$ cat config.mk
export PLATFORM = sky130hd
export DESIGN_NAME = lat_tester_ctrl
export DESIGN_NICKNAME = d
export VERILOG_FILES = /design/src/rtl/lat_tester_ctrl.sv
export SDC_FILE = /design/constraint.sdc
export NUM_CORES = 1
export LEC_CHECK = 0
export ABC_AREA = 1
export CAP_MARGIN = 20
export CORE_MARGIN = 5
export CORE_UTILIZATION = 40
export CTS_BUF_LIST = sky130_fd_sc_hd__clkbuf_16
export DETAILED_ROUTE_END_ITERATION = 16
export PLACE_DENSITY = 0.63
export SYNTH_ARGS = -nofsm -noshare
export SYNTH_HDL_FRONTEND = slang
export SYNTH_SLANG_ARGS = --single-unit
$ cat constraint.sdc
create_clock -name clk27 -period 1.5 [get_ports clk27]
set_input_delay 0.3 -clock clk27 [delete_from_list [all_inputs] [get_ports clk27]]
set_output_delay 0.3 -clock clk27 [all_outputs]
set_load 0.03 [all_outputs]
$ cat src/rtl/lat_tester_ctrl.sv
`default_nettype none
// ============================================================================
// Module      : lat_tester_ctrl
// Description : Latency-tester sequencer for the test-pattern video generator.
//               On trigger it blanks the screen and waits for a dark sensor
//               reading. It then shows the white box from the next frame
//               start. It measures the time until the photosensor sees light,
//               in microseconds, and reports the result or a timeout.
// Options     : `define LT_SENSOR_DEGLITCH_EN to qualify the synchronized
//               sensor only after DEGLITCH_CYCLES consecutive equal samples.
// Ports       : clk27        27 MHz pixel clock
//               reset        synchronous active-high reset
//               trigger      start request (acted on in IDLE only)
//               lt_mode_sel  requested box position, latched at trigger
//               vsync_in     generator VSYNC, negative polarity
//               sensor_in    photodiode comparator, asynchronous, 1 = light
//               lt_active    test running (to video generator)
//               lt_mode      0 = black, else latched box position
//               busy         controller not idle
//               done         one-cycle pulse at end of every run
//               timeout      sticky error flag of the last run
//               lat_us       latency of the last successful run (us)
// Revision    : 1.0 - initial release
// ============================================================================
module lat_tester_ctrl #(
  parameter int unsigned       CNT_DIV         = 27,
  parameter int unsigned       LAT_W           = 16,
  parameter logic [LAT_W-1:0]  TIMEOUT_US      = LAT_W'(65000),
  parameter int unsigned       DEGLITCH_CYCLES = 8
) (
  input  logic             clk27,
  input  logic             reset,
  input  logic             trigger,
  input  logic [1:0]       lt_mode_sel,
  input  logic             vsync_in,
  input  logic             sensor_in,
  output logic             lt_active,
  output logic [1:0]       lt_mode,
  output logic             busy,
  output logic             done,
  output logic             timeout,
  output logic [LAT_W-1:0] lat_us
);

  localparam int unsigned      PRE_W   = (CNT_DIV > 1) ? $clog2(CNT_DIV) : 1;
  localparam logic [PRE_W-1:0] PRE_MAX = PRE_W'(CNT_DIV - 1);

  if (CNT_DIV < 1 || DEGLITCH_CYCLES < 1) begin : g_param_check
    $error("lat_tester_ctrl: CNT_DIV and DEGLITCH_CYCLES must be at least 1");
  end

  typedef enum logic [2:0] {
    ST_IDLE    = 3'd0,
    ST_DARK    = 3'd1,
    ST_WAIT_VS = 3'd2,
    ST_MEASURE = 3'd3,
    ST_FAIL    = 3'd4
  } state_e;

  state_e           state_q, state_d;
  logic [PRE_W-1:0] presc_q, presc_d;
  logic [LAT_W-1:0] us_q, us_d;
  logic [1:0]       mode_q, mode_d;
  logic             sens_meta_q, sens_sync_q;
  logic             vs_q;
  logic             lt_active_q, lt_active_d;
  logic [1:0]       lt_mode_q, lt_mode_d;
  logic             busy_q, busy_d;
  logic             done_q, done_d;
  logic             timeout_q, timeout_d;
  logic [LAT_W-1:0] lat_us_q, lat_us_d;

  logic tick;
  logic vs_fall;
  logic sens_qual;

  assign tick    = (presc_q == PRE_MAX);
  // vs_q resets to 1 so a low VSYNC right after reset is not taken as a frame start.
  assign vs_fall = vs_q & ~vsync_in;

`ifdef LT_SENSOR_DEGLITCH_EN
  localparam int unsigned DG_W = $clog2(DEGLITCH_CYCLES + 1);

  logic [DG_W-1:0] dg_cnt_q;
  logic            qual_q;

  // The qualified level follows sens_sync only after DEGLITCH_CYCLES samples
  // in a row that differ from it. A sample equal to the current level
  // restarts the count.
  always_ff @(posedge clk27) begin
    if (reset) begin
      dg_cnt_q <= '0;
      qual_q   <= 1'b0;
    end else if (sens_sync_q == qual_q) begin
      dg_cnt_q <= '0;
    end else if (dg_cnt_q == DG_W'(DEGLITCH_CYCLES - 1)) begin
      dg_cnt_q <= '0;
      qual_q   <= sens_sync_q;
    end else begin
      dg_cnt_q <= dg_cnt_q + 1'b1;
    end
  end

  assign sens_qual = qual_q;
`else
  assign sens_qual = sens_sync_q;
`endif

  always_comb begin
    state_d   = state_q;
    mode_d    = mode_q;
    lat_us_d  = lat_us_q;
    timeout_d = timeout_q;
    done_d    = 1'b0;

    case (state_q)
      ST_IDLE: begin
        if (trigger) begin
          mode_d    = lt_mode_sel;
          timeout_d = 1'b0;
          state_d   = ST_DARK;
        end
      end
      ST_DARK: begin
        if (!sens_qual)               state_d = ST_WAIT_VS;
        else if (us_q == TIMEOUT_US)  state_d = ST_FAIL;
      end
      ST_WAIT_VS: begin
        if (vs_fall) state_d = ST_MEASURE;
      end
      ST_MEASURE: begin
        // Light in the same cycle as the timeout is still a valid result.
        if (sens_qual) begin
          lat_us_d = us_q;
          done_d   = 1'b1;
          state_d  = ST_IDLE;
        end else if (us_q == TIMEOUT_US) begin
          state_d  = ST_FAIL;
        end
      end
      ST_FAIL: begin
        timeout_d = 1'b1;
        done_d    = 1'b1;
        state_d   = ST_IDLE;
      end
      default: state_d = ST_IDLE;
    endcase

    // Both timebases restart on every state entry. Each state then measures
    // from its own entry. The us counter saturates instead of wrapping.
    if (state_d != state_q) begin
      presc_d = '0;
      us_d    = '0;
    end else begin
      presc_d = tick ? '0 : presc_q + 1'b1;
      us_d    = (tick && (us_q != TIMEOUT_US)) ? us_q + 1'b1 : us_q;
    end

    // Outputs are registered from the next state, so they change on the
    // same edge as the state itself.
    lt_active_d = (state_d != ST_IDLE);
    busy_d      = (state_d != ST_IDLE);
    lt_mode_d   = (state_d == ST_MEASURE) ? mode_d : 2'b00;
  end

  always_ff @(posedge clk27) begin
    if (reset) begin
      state_q     <= ST_IDLE;
      presc_q     <= '0;
      us_q        <= '0;
      mode_q      <= 2'b00;
      sens_meta_q <= 1'b0;
      sens_sync_q <= 1'b0;
      vs_q        <= 1'b1;
      lt_active_q <= 1'b0;
      lt_mode_q   <= 2'b00;
      busy_q      <= 1'b0;
      done_q      <= 1'b0;
      timeout_q   <= 1'b0;
      lat_us_q    <= '0;
    end else begin
      state_q     <= state_d;
      presc_q     <= presc_d;
      us_q        <= us_d;
      mode_q      <= mode_d;
      sens_meta_q <= sensor_in;
      sens_sync_q <= sens_meta_q;
      vs_q        <= vsync_in;
      lt_active_q <= lt_active_d;
      lt_mode_q   <= lt_mode_d;
      busy_q      <= busy_d;
      done_q      <= done_d;
      timeout_q   <= timeout_d;
      lat_us_q    <= lat_us_d;
    end
  end

  assign lt_active = lt_active_q;
  assign lt_mode   = lt_mode_q;
  assign busy      = busy_q;
  assign done      = done_q;
  assign timeout   = timeout_q;
  assign lat_us    = lat_us_q;

endmodule
`default_nettype wire

==> impl_metrics.json <==
{
  "yosysSeqAreaShare_pct": 43.1,
  "drv_slew": 0,
  "cts_num_sinks": 50,
  "clkLatencyLatePin_ps": 290,
  "worstPathCellList": "inv_1 -> ha_4 -> nand3_4 -> nor2_2 -> nand2_2 -> nand2_4 -> buf_8 -> a21oi_1 -> nor2_1 -> nor2_2",
  "worstMarginPinSlew_ps": 298,
  "synth_nets": 335,
  "power_frac_seq_pct": 44.4,
  "post_drt_wl_per_cell_um": 12.7,
  "hold_viol": 0,
  "ys_warn_count": 0,
  "slowest_delay_ps": 320,
  "cts_made_buffers": 5,
  "rsz0062_at_grt": "true",
  "via_count": 2214,
  "min_period_ps": 1450,
  "critical_path_buf_inv_count": 2,
  "via_per_inst": 4.86,
  "finalSetupViolCount": 0,
  "cts_hold_buf": 0,
  "hold_class": "flop to flop",
  "power_leakage_nw": 1.35,
  "yosys.cell_types.count": 25,
  "netlist_instances": 324,
  "synth.area.top_cells": "dfxtp_1 (43%), nand2_1 (13%), nand3_1 (6.9%)",
  "syn_avg_cell_area_um2": 7.16,
  "initial_core_util_pct": 41.6,
  "fin_nets": 394,
  "status": "finished clean",
  "antenna_cells": 0,
  "fillerInstances": 516,
  "period_share_pct": 96.4,
  "end_kind": "flop",
  "fmax_mhz": 691,
  "clockRootBuffer": "clkbuf_16",
  "layout_commonest_cell": "nand2_1",
  "dp_hpwl_um": 3920,
  "crit_fanout": 7,
  "grt_pass1_wl_um": 9890,
  "die_area_mm2": 0.00742,
  "clockBufferDepth": 2,
  "yosys.area.top_type": "dfxtp_1",
  "cts_tree": "done",
  "grt_use_total_pct": 16.3,
  "slew_headroom_pct": 80.0,
  "port_buffers": 28,
  "cpMostUsedCell": "nor2_2",
  "skew_ps": 7.63,
  "pin_count": 29,
  "ir_drop_mv": 0.587,
  "die_height_um": 86.2,
  "drc": 0,
  "ys_ff_latch": 50,
  "drive_above_1_share_pct": 27.3,
  "crit_path_top_delay_cell": "dfxtp_2",
  "htreeDepth": 2,
  "grt_max_degree": 26,
  "path_clk_slew_ps": 70,
  "grt_antenna_before_repair": 0,
  "internal_power_mw": 2.42,
  "gr-total-overflow": 0,
  "coreArea_mm2": 0.00557,
  "crit_arrival_ps": 1630,
  "die_w_um": 86.2,
  "max_cap_violations": 0,
  "power_frac_comb_pct": 8.9,
  "start_kind": "flop",
  "floorplan.rows": 27,
  "power_density_mw_per_mm2": 922,
  "place.gp.congestion": 0.894,
  "p_sw_uw": 657,
  "cp_top_family": "simple AND/OR/NAND/NOR gates",
  "p_sw_share_pct": 21.4,
  "firstDrtPassIters": 4,
  "layout_common_cells": "nand2_1 (77), dfxtp_1 (37), buf_4 (34)",
  "path_class": "flop to flop",
  "antenna_left": 0,
  "required_ps": 1690,
  "power_mw": 3.07,
  "holdWs_ps": 396,
  "routed_wl_um": 5790,
  "synth_top_area_share_pct": 43.1,
  "area_growth_pct": 43.6,
  "first_global_vias": 2187,
  "netlist_area_mm2": 0.00232,
  "drt_iter0_markers": 76,
  "power_frac_clock_pct": 46.7
}
[flip-flops by register name (all words and copies together), names as in the netlist]
register     flops
busy             1
sens_meta_q      1
state_q          3
presc_q          5
sens_qual        1
mode_q           2
lat_us          16
lt_mode          2
us_q            16
timeout          1
done             1
vs_q             1
[synth_stat cells]
library cell  count
buf_2             6
xor2_1            7
a21oi_1          27
inv_2             1
nand3_1          32
nor2_4            1
nor2_2            3
nand4_1           2
a21oi_2           7
mux2i_1           2
nand3_2           1
inv_1            33
nand2_1          82
ha_1              4
nor3_1            5
buf_6             1
dfxtp_1          50
nand2_2           1
or2_2             1
buf_4             1
nor2_1           40
o21ai_0           4
clkbuf_1          6
xnor2_1           6
nand2_4           1
[cell families (layout without fill, tap and decap cells)]
| logic type | Yosys count | count (layout) | share of synthesized area [%] |
|---|---|---|---|
| compound gates | 38 | 38 | 9.33 |
| xor+xnor | 13 | 13 | 4.91 |
| simple gates | 169 | 170 | 31.0 |
| fa+ha+maj | 4 | 4 | 2.16 |
| mux | 2 | 2 | 0.863 |
| flops | 50 | 50 | 43.1 |
| buf+inv | 48 | 107 | 8.58 |
[layer usage]
layer | GRT usage, % | part of all wire (%) | up-vias
met5 | 0 | 0 | -
met4 | 5.18 | 1.6 | 0
met1 | 20.4 | 46 | 1011
met3 | 3.17 | 3.6 | 11
met2 | 28.1 | 49 | 43
li1 | - | - | 1149
[metrics by stage]
| step | std cells | setup WS (ps) | cell area (um2) | util (%) | setup TNS [ps] |
|---|---|---|---|---|---|
| 4_1_cts | 454 | 1.50 | 3150 | 56.6 | 0 |
| 3_5_place_dp | 443 | -206 | 2870 | 51.4 | -4040 |
| 6_report | 456 | 53.4 | 3330 | 59.8 | 0 |
| 3_3_place_gp | 443 | -160 | 2870 | 51.4 | -3390 |
| 5_1_grt | 456 | -45.7 | 3330 | 59.8 | -167 |
| 2_1_floorplan | 324 | 0.920 | 2320 | - | 0 |
[area by class of cell]
cell class                      instances  area (um2)  area share [%]
Clock buffer                            5         125            3.76
Inverter                               34         133            3.98
Clock inverter                          3        68.8            2.07
Multi-Input combinational cell        227        1320            39.7
Timing Repair Buffer                   65         568            17.1
Tap cell                               72        90.1            2.70
Sequential cell                        50        1020            30.8
[power by group through the flow]
stage	clock network, mW	registers, mW	logic [mW]
floorplan	0	1.41	0.130
global placement	0	1.40	0.208
detailed placement	0	1.40	0.210
CTS	1.47	1.37	0.255
global route	1.53	1.37	0.296
finish	1.43	1.37	0.273
[worst reg2reg max path: stages, from the launching register on]
cell and delay [ps]:
dfxtp_2 320, inv_1 100, ha_4 150, nand3_4 80, nor2_2 100, nand2_2 110, nand2_4 140, buf_8 140
a21oi_1 40, nor2_1 130, nor2_2 40
[timing repair]
action	4_1_cts	5_1_grt
setup buffers	2	1
pin swaps	10	14
resized for setup	42	46
endpoints found under the setup margin	43	25
cloned	1	1
[worst paths after layout]
kind | startpoint | end | slack, ps | depth (start not counted)
worst min register to register | sens_meta_q | sens_qual | 400 | 2
worst min-delay path | sens_meta_q | sens_qual | 400 | 2
worst max register to register | us_q[0] | us_q[13] | 50 | 10
worst max-delay path | us_q[0] | us_q[13] | 50 | 10
Note: power is estimated with default switching activity, not from simulation.
